## src/rtl/hazard_fwd_ctrl.sv

```systemverilog
// Forwarding-select and load-use stall controller for the 5-stage pipeline.
// Shadows the destination/opcode of the EX and MEM instructions and registers the EX operand selects.
module hazard_fwd_ctrl #(
  parameter logic [5:0] OP_LDW = 6'h23,
  parameter logic [5:0] OP_SDW = 6'h2B,
  parameter logic [5:0] OP_NOP = 6'h00,
  parameter int         CNT_W  = 16
) (
  input  logic             clk,
  input  logic             rst,
  input  logic             id_valid,
  input  logic [5:0]       id_opcode,
  input  logic [4:0]       id_rs,
  input  logic [4:0]       id_rt,
  input  logic [4:0]       id_rwd,
  input  logic             freeze,
  output logic             stall,
  output logic [2:0]       rs_fwd,
  output logic [2:0]       rt_fwd,
  output logic [2:0]       sd_fwd,
  output logic [CNT_W-1:0] stall_cnt
);

  localparam logic [2:0] SEL_RF     = 3'd0;
  localparam logic [2:0] SEL_EXMEM  = 3'd1;
  localparam logic [2:0] SEL_MEMWB  = 3'd2;
  localparam logic [2:0] SEL_MEMLD  = 3'd3;

  // Shadow scoreboard: EX (distance 1) and MEM (distance 2) instructions
  logic [4:0] ex_rwd, mem_rwd;
  logic [5:0] ex_op, mem_op;

  logic       ex_wr, mem_wr, mem_is_ld;
  logic       rd_rs, rd_rt_alu, rd_sd;
  logic       m1_rs, m1_rt, m2_rs, m2_rt;
  logic [2:0] rs_sel, rt_sel, sd_sel;

  function automatic logic is_writer(input logic [5:0] op, input logic [4:0] rwd);
    return (rwd != 5'd0) && (op != OP_SDW) && (op != OP_NOP);
  endfunction

  function automatic logic [2:0] fwd_sel(input logic m1, input logic m2, input logic ld2);
    if (m1)
      return SEL_EXMEM;
    else if (m2 && ld2)
      return SEL_MEMLD;
    else if (m2)
      return SEL_MEMWB;
    else
      return SEL_RF;
  endfunction

  function automatic logic [CNT_W-1:0] sat_inc(input logic [CNT_W-1:0] c);
    return (c == {CNT_W{1'b1}}) ? c : c + 1'b1;
  endfunction

  // ID stage: operand usage, distance matches, hazard and next selects
  always_comb begin
    ex_wr     = is_writer(ex_op, ex_rwd);
    mem_wr    = is_writer(mem_op, mem_rwd);
    mem_is_ld = (mem_op == OP_LDW);

    rd_rs     = (id_opcode != OP_NOP);
    rd_rt_alu = (id_opcode != OP_NOP) && (id_opcode != OP_LDW) && (id_opcode != OP_SDW);
    rd_sd     = (id_opcode == OP_SDW);

    m1_rs = (id_rs != 5'd0) && ex_wr  && (id_rs == ex_rwd);
    m1_rt = (id_rt != 5'd0) && ex_wr  && (id_rt == ex_rwd);
    m2_rs = (id_rs != 5'd0) && mem_wr && (id_rs == mem_rwd);
    m2_rt = (id_rt != 5'd0) && mem_wr && (id_rt == mem_rwd);

    rs_sel = rd_rs     ? fwd_sel(m1_rs, m2_rs, mem_is_ld) : SEL_RF;
    rt_sel = rd_rt_alu ? fwd_sel(m1_rt, m2_rt, mem_is_ld) : SEL_RF;
    sd_sel = rd_sd     ? fwd_sel(m1_rt, m2_rt, mem_is_ld) : SEL_RF;

    // A load still in EX has no data yet: any distance-1 dependency must wait one cycle
    stall = id_valid && !rst && (ex_op == OP_LDW) &&
            ((rd_rs && m1_rs) || ((rd_rt_alu || rd_sd) && m1_rt));
  end

  // ID/EX boundary: advance scoreboard, register selects or inject a bubble
  always_ff @(posedge clk) begin
    if (rst) begin
      ex_rwd    <= 5'd0;
      ex_op     <= OP_NOP;
      mem_rwd   <= 5'd0;
      mem_op    <= OP_NOP;
      rs_fwd    <= SEL_RF;
      rt_fwd    <= SEL_RF;
      sd_fwd    <= SEL_RF;
      stall_cnt <= '0;
    end else if (!freeze) begin
      mem_rwd <= ex_rwd;
      mem_op  <= ex_op;
      if (stall || !id_valid) begin
        ex_rwd <= 5'd0;
        ex_op  <= OP_NOP;
        rs_fwd <= SEL_RF;
        rt_fwd <= SEL_RF;
        sd_fwd <= SEL_RF;
      end else begin
        ex_rwd <= id_rwd;
        ex_op  <= id_opcode;
        rs_fwd <= rs_sel;
        rt_fwd <= rt_sel;
        sd_fwd <= sd_sel;
      end
      if (stall)
        stall_cnt <= sat_inc(stall_cnt);
    end
  end

endmodule

```

## config.mk

```make
export PLATFORM = sky130hd
export DESIGN_NAME = hazard_fwd_ctrl
export DESIGN_NICKNAME = d
export VERILOG_FILES = /design/src/rtl/hazard_fwd_ctrl.sv
export SDC_FILE = /design/constraint.sdc
export NUM_CORES = 1
export LEC_CHECK = 0
export CORE_UTILIZATION = 45
export CTS_BUF_LIST = sky130_fd_sc_hd__clkbuf_16
export DETAILED_ROUTE_END_ITERATION = 10
export GPL_TIMING_DRIVEN = 0
export PLACE_DENSITY_LB_ADDON = 0.08
export REMOVE_ABC_BUFFERS = 1
export SLEW_MARGIN = 20
export SYNTH_ARGS = -nofsm -noshare
export SYNTH_HDL_FRONTEND = slang
export SYNTH_SLANG_ARGS = --single-unit
```

## constraint.sdc

```tcl
create_clock -name clk -period 2.3 [get_ports clk]
set_clock_uncertainty 0.2 [all_clocks]
set_input_delay 0.46 -clock clk [delete_from_list [all_inputs] [get_ports clk]]
set_output_delay 0.46 -clock clk [all_outputs]
set_load 0.05 [all_outputs]
```

* Word-level counts from Yosys, hierarchy flattened
Cells that the tools add are included.
Word-level totals: register bits after elaboration 47, input port bits 25, output and inout port bits 26, logic and storage cells 71
Operators by class: add/sub/neg operators 1, equal/unequal tests 12, multiplexer cells 14, bitwise operators 2, reduce and logical (&&, ||, !) cells 34
Operators by type and width (count):
- inequality test 6 bit (second input constant) | 4
- logical AND 1 bit | 21
- equality test 5 bit | 4
- nonzero test 5 bit | 4
- equality test 6 bit (second input constant) | 3
- two-way mux 3 bit | 6
- nonzero test 6 bit | 3
- adder 16 x 1 -> 16 bit (second input constant) | 1
- equality test 16 bit (second input constant) | 1
- two-way mux 2 bit | 6
- two-way mux 6 bit | 1
- two-way mux 5 bit | 1
- logical OR 1 bit | 3
- AND reduction 3 bit | 1
- logical NOT 1 bit | 2
- NOT 1 bit | 2

* Longest topological paths before layout
Gate-level depths: netlist of the first run.
depth after elaboration 10, depth in mapped cells 8, gate-level depth less buffers 7

* Worst setup path before layout of the first run
Ideal clock, no wire load.
kind input-to-output, start point input id_opcode[2], end point output stall, data arrival time 1.885 ns, required time 1.640 ns, slack -0.245 ns, stages on the path 6, buffers on the path 1, path through or4_1 -> nor3_2 -> nor3_4 -> o21ai_2 -> buf_2 -> inv_1
Between the ends: longest elaborated chain between the ends 7, elaborated cells between the ends (all ways) 11, those cells by class eq/ne (3); reduce/logical (8)
Ends and longest elaborated chain:
- start: declaration | RTL line 12 | input logic [5:0] id_opcode,
- inequality test 6 bit or nonzero test 6 bit (tied branches) | RTL line 64, 63
- logical AND 1 bit (2 in series) | RTL line 64 | rd_rt_alu = (id_opcode != OP_NOP) && (id_opcode != OP_LDW) && (id_opcode != OP_SDW);
- logical OR 1 bit | RTL line 78 | ((rd_rs && m1_rs) || ((rd_rt_alu || rd_sd) && m1_rt));
- logical AND 1 bit | RTL line 78
- logical OR 1 bit (*) | RTL line 78
- logical AND 1 bit (*) | RTL line 77 | stall = id_valid && !rst && (ex_op == OP_LDW) &&
- end: declaration | RTL line 17 | output logic stall,
Every way passes the cells marked *; elsewhere a longest branch is shown, timed or not.

* Final worst setup path of the first run
start point input id_rs[2], end point output stall
Between the ends: longest elaborated chain between the ends 6, elaborated cells between the ends (all ways) 7, those cells by class eq/ne (1); reduce/logical (6)
Ends and longest elaborated chain:
- start: declaration | RTL line 13 | input logic [4:0] id_rs,
- nonzero test 5 bit | RTL line 67 | m1_rs = (id_rs != 5'd0) && ex_wr && (id_rs == ex_rwd);
- logical AND 1 bit | RTL line 67
- logical AND 1 bit (*) | RTL line 67
- logical AND 1 bit (*) | RTL line 78
- logical OR 1 bit (*) | RTL line 78
- logical AND 1 bit (*) | RTL line 77
Marked as above.

==> reports/results.txt, run 1 <==
Combinational group share of total power: 0.128. The die covers 0.00528 mm². In this design, the stage delay of the slowest critical-path cell is 0.54 ns.

The remaining number of nets flagged by the antenna check after routing was 0; the power per cell area was 507 mW/mm². The first global-routing pass estimated 9510 µm of wire. The number of register bits inferred by synthesis is 44. The clock share of power is 0.407, and the peak ir drop on the vdd network is 532 µV. Summed over all layers, the global routing overflow is 0.

Yosys attributes the largest share of cell area to sky130_fd_sc_hd__dfxtp_1 (39%), sky130_fd_sc_hd__mux2i_1 (5.3%), sky130_fd_sc_hd__a32o_1 (4.9%), sky130_fd_sc_hd__xnor2_1 (4.7%), sky130_fd_sc_hd__or4_1 (4.3%). The area of the core came out at 0.00475 mm². At the later pin of the worst-skew pair, clock insertion delay measures 0.28 ns. In this run the cell area of the synthesized design comes to 0.00225 mm². Among all stages on the critical path, the largest delay is contributed by sky130_fd_sc_hd__or4_4. The post-route core utilization was 0.705; the number of placed I/O pins was 51. The worst max-slew margin expressed relative to the limit is 0.567, and the cell count after synthesis is 248.

The cell taking the most area after synthesis was sky130_fd_sc_hd__dfxtp_1. At the pin with the least slew margin, the transition time is 0.646 ns. The first routing iteration left 163 violations. The worst hold margin was 0.255 ns. The final net count is 348, and the final weighted congestion in routability-driven placement is 0.815. Footprint of the flip-flops and latches: 898 µm². The flow ran to the end, but the final reports show violations. For the overall fraction of global-route tracks in use, the log shows 0.236. Traced cell by cell, the critical path runs through buf_8, or4_4, nor2_4, nor4_4, buf_4, o21ai_4, inv_2, buf_8. Together, buffers and inverters on the worst path number 4. Sort of element at the end of the critical path: a primary output. After routing the design area is 0.00335 mm². Derived from the worst setup path, the maximum achievable clock frequency is 0.405 GHz. Arrival time at the worst endpoint: 1.81 ns. The tools report the register share of total power as 0.464. The worst setup path is of the in -> out kind.

Static power due to leakage: 1.21 nW. In the routed design, unresolved DRC markers number 0. The hold violation count in the final report is 0, and the switching share of total power is 0.249.

The period utilization is 1.07, and the number of synthesized flops with an enable pin is 0. Across the run, the number of max-cap violations was 0. The detailed router placed 2231 vias in this run. Buffer depth of the longest clock path: 2.

In this design, the largest share of critical-path delay is due to simple AND/OR/NAND/NOR gates. Entering global routing, the biggest net connects 18 pins. Cell internal power was estimated by the tool at 1.28 mW. STA classifies the critical path startpoint as an input pin.

The filler cells instantiated in the layout total 375. The tools report the initial antenna violation count as 0. The H-tree was split into 2 levels. The share of cells above drive strength 1 came out at 0.291.

The run gives 350 as the number of placed instances, taps included. TritonCTS built the clock tree. The number of global-route vias before repair is 1956, and the clock edge transition at the registers on the reported setup and hold paths is 0.06 ns. The routed design has 6350 µm of wire. The total negative slack was -0.180 ns; the effective utilization at floorplan was 0.473.

The analysis attributes to net switching a power of 0.424 mW. The routed length per instance came out at 16.3 µm. After legalization and detailed placement, the total HPWL measured 3690 µm. For the sequential cell area fraction in the yosys report, the log shows 0.392. The area fraction of the dominant cell type after synthesis was 0.392; the count of synthesis-stage warnings from yosys was 0. The number of hold buffers added after CTS was 0.

The die is 72.7 µm tall. The number of different library cells in the post-synthesis netlist was 45. The data required time of the critical path was 1.64 ns; the final count of negative-setup-slack endpoints was 3.

Among all flip-flop cells after synthesis, the most frequent one is sky130_fd_sc_hd__dfxtp_1. In this run the tool buffered the top-level ports with 47 buffer cells. The tools report the number of sinks driven by the clock tree as 44. Compared with the post-synthesis result, the final layout area differs by 49.1%.

The tools report the number of buffers added by the clock tree synthesis step as 5. Among the stages of the critical path, the cell type that occurs most often is sky130_fd_sc_hd__buf_8. The logs give 0 for the count of final max-slew check failures and 0.00149 mm² for the footprint of the multi-input gates. The path class of the tightest hold or removal check is reg -> reg. The final critical-path setup slack was -0.170 ns.

The checks that failed: negative setup slack. Via-per-instance ratio: 5.72. The average instance in the mapped netlist occupies 9.07 µm². Setup repair after global routing could not meet its margin everywhere. In this run the register-to-register setup slack is -0.01 ns. The floorplan has 25 rows.

The die is 72.7 µm wide. The number of antenna diodes in the final layout is 0. The final non-filler cell total was 390.

Clock tree synthesis selected as its root buffer the cell sky130_fd_sc_hd__clkbuf_16. Subtracting the final worst setup slack from the clock period gives 2.47 ns. Of all nets on the critical path, the largest fanout is 2. The pre-antenna-repair detailed-routing pass consisted of 4 iterations.

The fraction of synthesis flops using an asynchronous set or reset pin is 0. The total cell area at the placement stage is 0.00274 mm².
cells by family (layout without fill, tap and decap cells):
kind of cell,after synthesis,after routing,share of synthesized area
simple gates,92,92,0.233
compound gates,57,58,0.184
flops,44,44,0.392
xor+xnor,21,21,0.0851
buf+inv,19,91,0.0406
mux,13,13,0.0584
fa+ha+maj,1,1,0.00556
other cells,1,3,0.00167
stage by stage:
stage          total power [mW]  worst slack (ns)
2_1_floorplan             0.884            -0.286
3_3_place_gp              0.966             -1.87
3_5_place_dp              0.968             -1.89
4_1_cts                    1.68            -0.309
5_1_grt                    1.77            -0.204
6_report                   1.70            -0.170
worst register-to-register path, stage by stage, from the launching register on:
cell and delay [ns]:
sky130_fd_sc_hd__dfxtp_1 0.36, sky130_fd_sc_hd__nor2_4 0.15, sky130_fd_sc_hd__nand4b_1 0.21, sky130_fd_sc_hd__nor3_4 0.30, sky130_fd_sc_hd__buf_4 0.16, sky130_fd_sc_hd__buf_4 0.11
sky130_fd_sc_hd__o2111ai_4 0.17, sky130_fd_sc_hd__or4_4 0.45, sky130_fd_sc_hd__a21oi_1 0.15
flip-flops by register name, summed over array words and instances (netlist names):
| name | cells |
|---|---|
| stall_cnt | 16 |
| ex_rwd | 5 |
| sd_fwd | 2 |
| rt_fwd | 2 |
| mem_op | 6 |
| mem_rwd | 5 |
| ex_op | 6 |
| rs_fwd | 2 |
power groups by stage:
stage          logic [mW]  clock network, mW  registers [mW]
2_1_floorplan      0.0828                  0           0.802
3_3_place_gp        0.160                  0           0.806
3_5_place_dp        0.162                  0           0.806
4_1_cts             0.191              0.701           0.789
5_1_grt             0.233              0.743           0.790
6_report            0.218              0.693           0.790
Yosys cell counts (2+ instances only):
cell type	instances
sky130_fd_sc_hd__nand3_1	11
sky130_fd_sc_hd__nor3_2	2
sky130_fd_sc_hd__nor2b_1	2
sky130_fd_sc_hd__o31ai_1	10
sky130_fd_sc_hd__nor2_1	24
sky130_fd_sc_hd__a32o_1	11
sky130_fd_sc_hd__o21ai_0	9
sky130_fd_sc_hd__inv_1	5
sky130_fd_sc_hd__or3_1	6
sky130_fd_sc_hd__xor2_1	8
sky130_fd_sc_hd__clkbuf_1	7
sky130_fd_sc_hd__nand2_1	14
sky130_fd_sc_hd__or4_1	13
sky130_fd_sc_hd__buf_4	3
sky130_fd_sc_hd__buf_1	2
sky130_fd_sc_hd__nor4_1	5
sky130_fd_sc_hd__dfxtp_1	44
sky130_fd_sc_hd__nor3_1	2
sky130_fd_sc_hd__nand4_1	5
sky130_fd_sc_hd__o211ai_2	2
sky130_fd_sc_hd__a21oi_1	17
sky130_fd_sc_hd__mux2i_1	12
sky130_fd_sc_hd__xnor2_1	12
layer usage:
layer	up-vias	global-route usage	wire length, µm
met3	11	0.0387	285
li1	1077	-	-
met2	67	0.401	3240
met4	0	0.0806	99
met5	-	0	0
met1	1076	0.303	2720
worst paths after layout:
| check | start | endpoint | cells after the start |
|---|---|---|---|
| worst max-delay path | id_rs[2] | stall | 8 |
| worst min-delay path | sd_fwd[0]$_SDFFE_PP0N_ | sd_fwd[0]$_SDFFE_PP0N_ | 2 |
| worst max register to register | ex_op[4]$_SDFFE_PP0N_ | stall_cnt[14]$_SDFFE_PP0P_ | 8 |
| worst min register to register | sd_fwd[0]$_SDFFE_PP0N_ | sd_fwd[0]$_SDFFE_PP0N_ | 2 |
cell type report:
class,count,area share
inverter,5,0.00560
sequential,44,0.268
multi-input combinational,188,0.443
tap,67,0.0250
clock inverter,3,0.00560
timing repair buffer,78,0.216
clock buffer,5,0.0373
cell usage in the layout, fill, tap and decap left out, drive strengths merged, types with 12 or more instances in the layout:
cell and n:
a21oi 17, clkdlybuf4s50 27, nand2 14, buf 40, xnor2 13, mux2i 12, dfxtp 44, or4 13
nor2 24
timing repair:
action,4_1_cts,5_1_grt
gates resized for setup,86,47
pin swaps,14,18
cloned,2,0
endpoints found under the setup margin,34,23
buffers inserted,17,15
No activity file was read; power rests on OpenSTA's default activity.
==> inputs of run 2 (changes only) <==
Settings changed: CAP_MARGIN set to 20, CORE_UTILIZATION 45 to 54, SKIP_LAST_GASP set to 1.
Clock period 2.3 ns to 2.92 ns, I/O delays scaled along.
==> run 2 against run 1 <==
Net effect: the run now ends clean; sequential power shrank 21%; utilization grew 4.3 points; clock power shrank 19%; first-iteration DRC count shrank 42%; largest cell class unchanged.
==> reports/results.txt, run 2 (synthesized netlist as in run 1, its figures left out) <==
In this run the register-to-register setup slack is 0.31 ns. The finished layout holds 348 standard cells, fillers aside. The worst setup path is captured at a primary output. In the routed design, unresolved DRC markers number 0. TritonCTS created 5 clock buffers. The tree built by TritonCTS fans out to 44 sinks. The violation count after the first detailed-routing iteration is 95, and the clock latency of the later-clocked register in the worst-skew pair is 0.29 ns.

The first global-routing pass estimated 8830 µm of wire. The worst setup path is launched from an input pin. For the maximum operating frequency, the log shows 0.351 GHz.

Number of max-cap violations: 0. After clock tree synthesis, the clock-pin slew on the worst setup and hold paths is 0.06 ns. The run gives 0 as the total overflow reported by the global router.

Buffers placed on the I/O ports in this run total 47. Using the TritonRoute via totals, the vias-per-cell ratio works out to 6.05. The run finished with clean final reports.

From left edge to right edge, the die measures 66.5 µm. For the H-tree level count, the log shows 2. The hold violation count in the final report is 0.

Remaining number of nets flagged by the antenna check after routing: 0. Leaving out fill and tap cells, the most frequent cells in the layout are sky130_fd_sc_hd__dfxtp_1 (44), sky130_fd_sc_hd__clkdlybuf4s50_1 (28), sky130_fd_sc_hd__nor2_1 (23). The final count of negative-setup-slack endpoints was 0; the period utilization was 0.975.

The antenna diode count came out at 0. Arrival time at the worst endpoint: 2.06 ns. The power per cell area is 440 mW/mm².

Type of the tightest min-delay check: reg -> reg. For the pin with the worst max-slew slack, the measured transition is 0.869 ns. After detailed routing, the average wire length per cell comes to 15.7 µm. The tree is rooted in a sky130_fd_sc_hd__clkbuf_16. The critical path is of the in -> out type.

The share of cells above drive strength 1 works out to 0.121. stall_cnt holds more flip-flops than any other register. At the end of routability-driven placement, the weighted congestion stood at 0.841.

The run gives 0.420 as the worst max-slew margin expressed relative to the limit. The number of placed instances, taps included, is 333. The run gives 0.562 as the effective utilization at floorplan. In the final design database the tool counted 323 nets.

Setup repair after global routing left no endpoint under its margin. The run gives 32 as the pin count of the biggest net entering global routing. The layout overhead on the synthesized area came out at 33.1%. The cell row count is 23.

The area of the core came out at 0.00400 mm². The most common cell after layout, fill and taps aside is sky130_fd_sc_hd__dfxtp_1. The first detailed-routing pass ran for 4 iterations. The HPWL after detailed placement is 3660 µm. The overall fraction of global-route tracks in use was 0.267. In the final layout, the registers with the most flip-flops are stall_cnt x16, ex_op x6, mem_op x6. Counting I/O delays and the setup requirement, the final critical path takes 2.85 ns.

The total power draw is 1.32 mW, and the count of final max-slew check failures is 0. The clock passes through at most 2 buffers. The final wirelength came out at 5480 µm. Along the worst path, the maximum fanout reaches 3. The filler cells instantiated in the layout total 305. The full die area was 0.00443 mm²; the initial antenna violation count was 0.

51 I/O pins were placed. The peak ir drop on the vdd network was 372 µV. The total number of vias is 2107, and the static power due to leakage is 1.07 nW.

The register with the most flip-flops in the layout has 16 of them. Data on the critical path is required at its endpoint by 2.14 ns. TritonCTS built the clock tree.

The die is 66.5 µm tall. The number of global-route vias before repair was 1907.
run 2: cell count changes in the layout (fill, tap and decap cells not counted), sizes merged:
cell and change:
clkdlybuf4s50 +1, buf -31, bufbuf -1, o211ai -1, dlymetal6s2s +4, clkbuf -6, dlygate4sd2 +9
run 2: worst paths after layout:
check	startpoint	to	cells past startpoint
setup / recovery	id_rt[2]	stall	7
hold / removal	rt_fwd[0]$_SDFFE_PP0N_	rt_fwd[0]$_SDFFE_PP0N_	2
setup reg to reg	ex_rwd[0]$_SDFFE_PP0N_	stall_cnt[14]$_SDFFE_PP0P_	7
hold reg to reg	rt_fwd[0]$_SDFFE_PP0N_	rt_fwd[0]$_SDFFE_PP0N_	2
run 2: routing by layer:
metal	global-route usage	wire [µm]	up-vias
met2	0.452	2730	64
li1	-	-	1028
met1	0.321	2460	1007
met4	0.0957	59	0
met3	0.0736	224	8
met5	0	0	-
run 2: cell type report:
class,count,area (µm²),area share
Clock buffer,5,125,0.0418
Clock inverter,3,23.8,0.00794
Inverter,5,18.8,0.00627
Multi-Input combinational cell,187,1370,0.457
Sequential cell,44,881,0.294
Tap cell,50,62.6,0.0209
Timing Repair Buffer,54,514,0.172
run 2: repair_timing:
| action | in CTS | in global routing |
|---|---|---|
| gates resized for setup | 35 | 9 |
| hold buffers | 0 | 0 |
| setup buffers | 5 | 3 |
| endpoints found under the setup margin | 34 | 12 |
| pin swaps | 6 | 8 |
run 2: where the power goes:
part | switching [mW] | internal (mW)
sequential | 0.0131 | 0.609
combinational | 0.0751 | 0.0581
clock | 0.244 | 0.318
run 2: critical path, cell delays in order:
cell	delay (ns)
sky130_fd_sc_hd__dlygate4sd2_1	0.27
sky130_fd_sc_hd__or4_4	0.54
sky130_fd_sc_hd__o211ai_4	0.22
sky130_fd_sc_hd__nor3_4	0.07
sky130_fd_sc_hd__o21ai_4	0.17
sky130_fd_sc_hd__inv_2	0.05
sky130_fd_sc_hd__buf_6	0.15
run 2: stage by stage:
step / instance area [µm²] / setup WS [ns] / setup TNS, ns / hold slack [ns] / util
floorplan: 2180 / 0.0856 / 0 / 0.264 / -
detailed placement: 2720 / -1.52 / -21.16 / 0.248 / 0.680
CTS: 2940 / -0.0295 / -0.0295 / 0.262 / 0.735
global route: 2990 / 0.0120 / 0 / 0.291 / 0.748
finish: 2990 / 0.0731 / 0 / 0.258 / 0.748
global placement: 2720 / -1.50 / -25.61 / 0.238 / 0.679
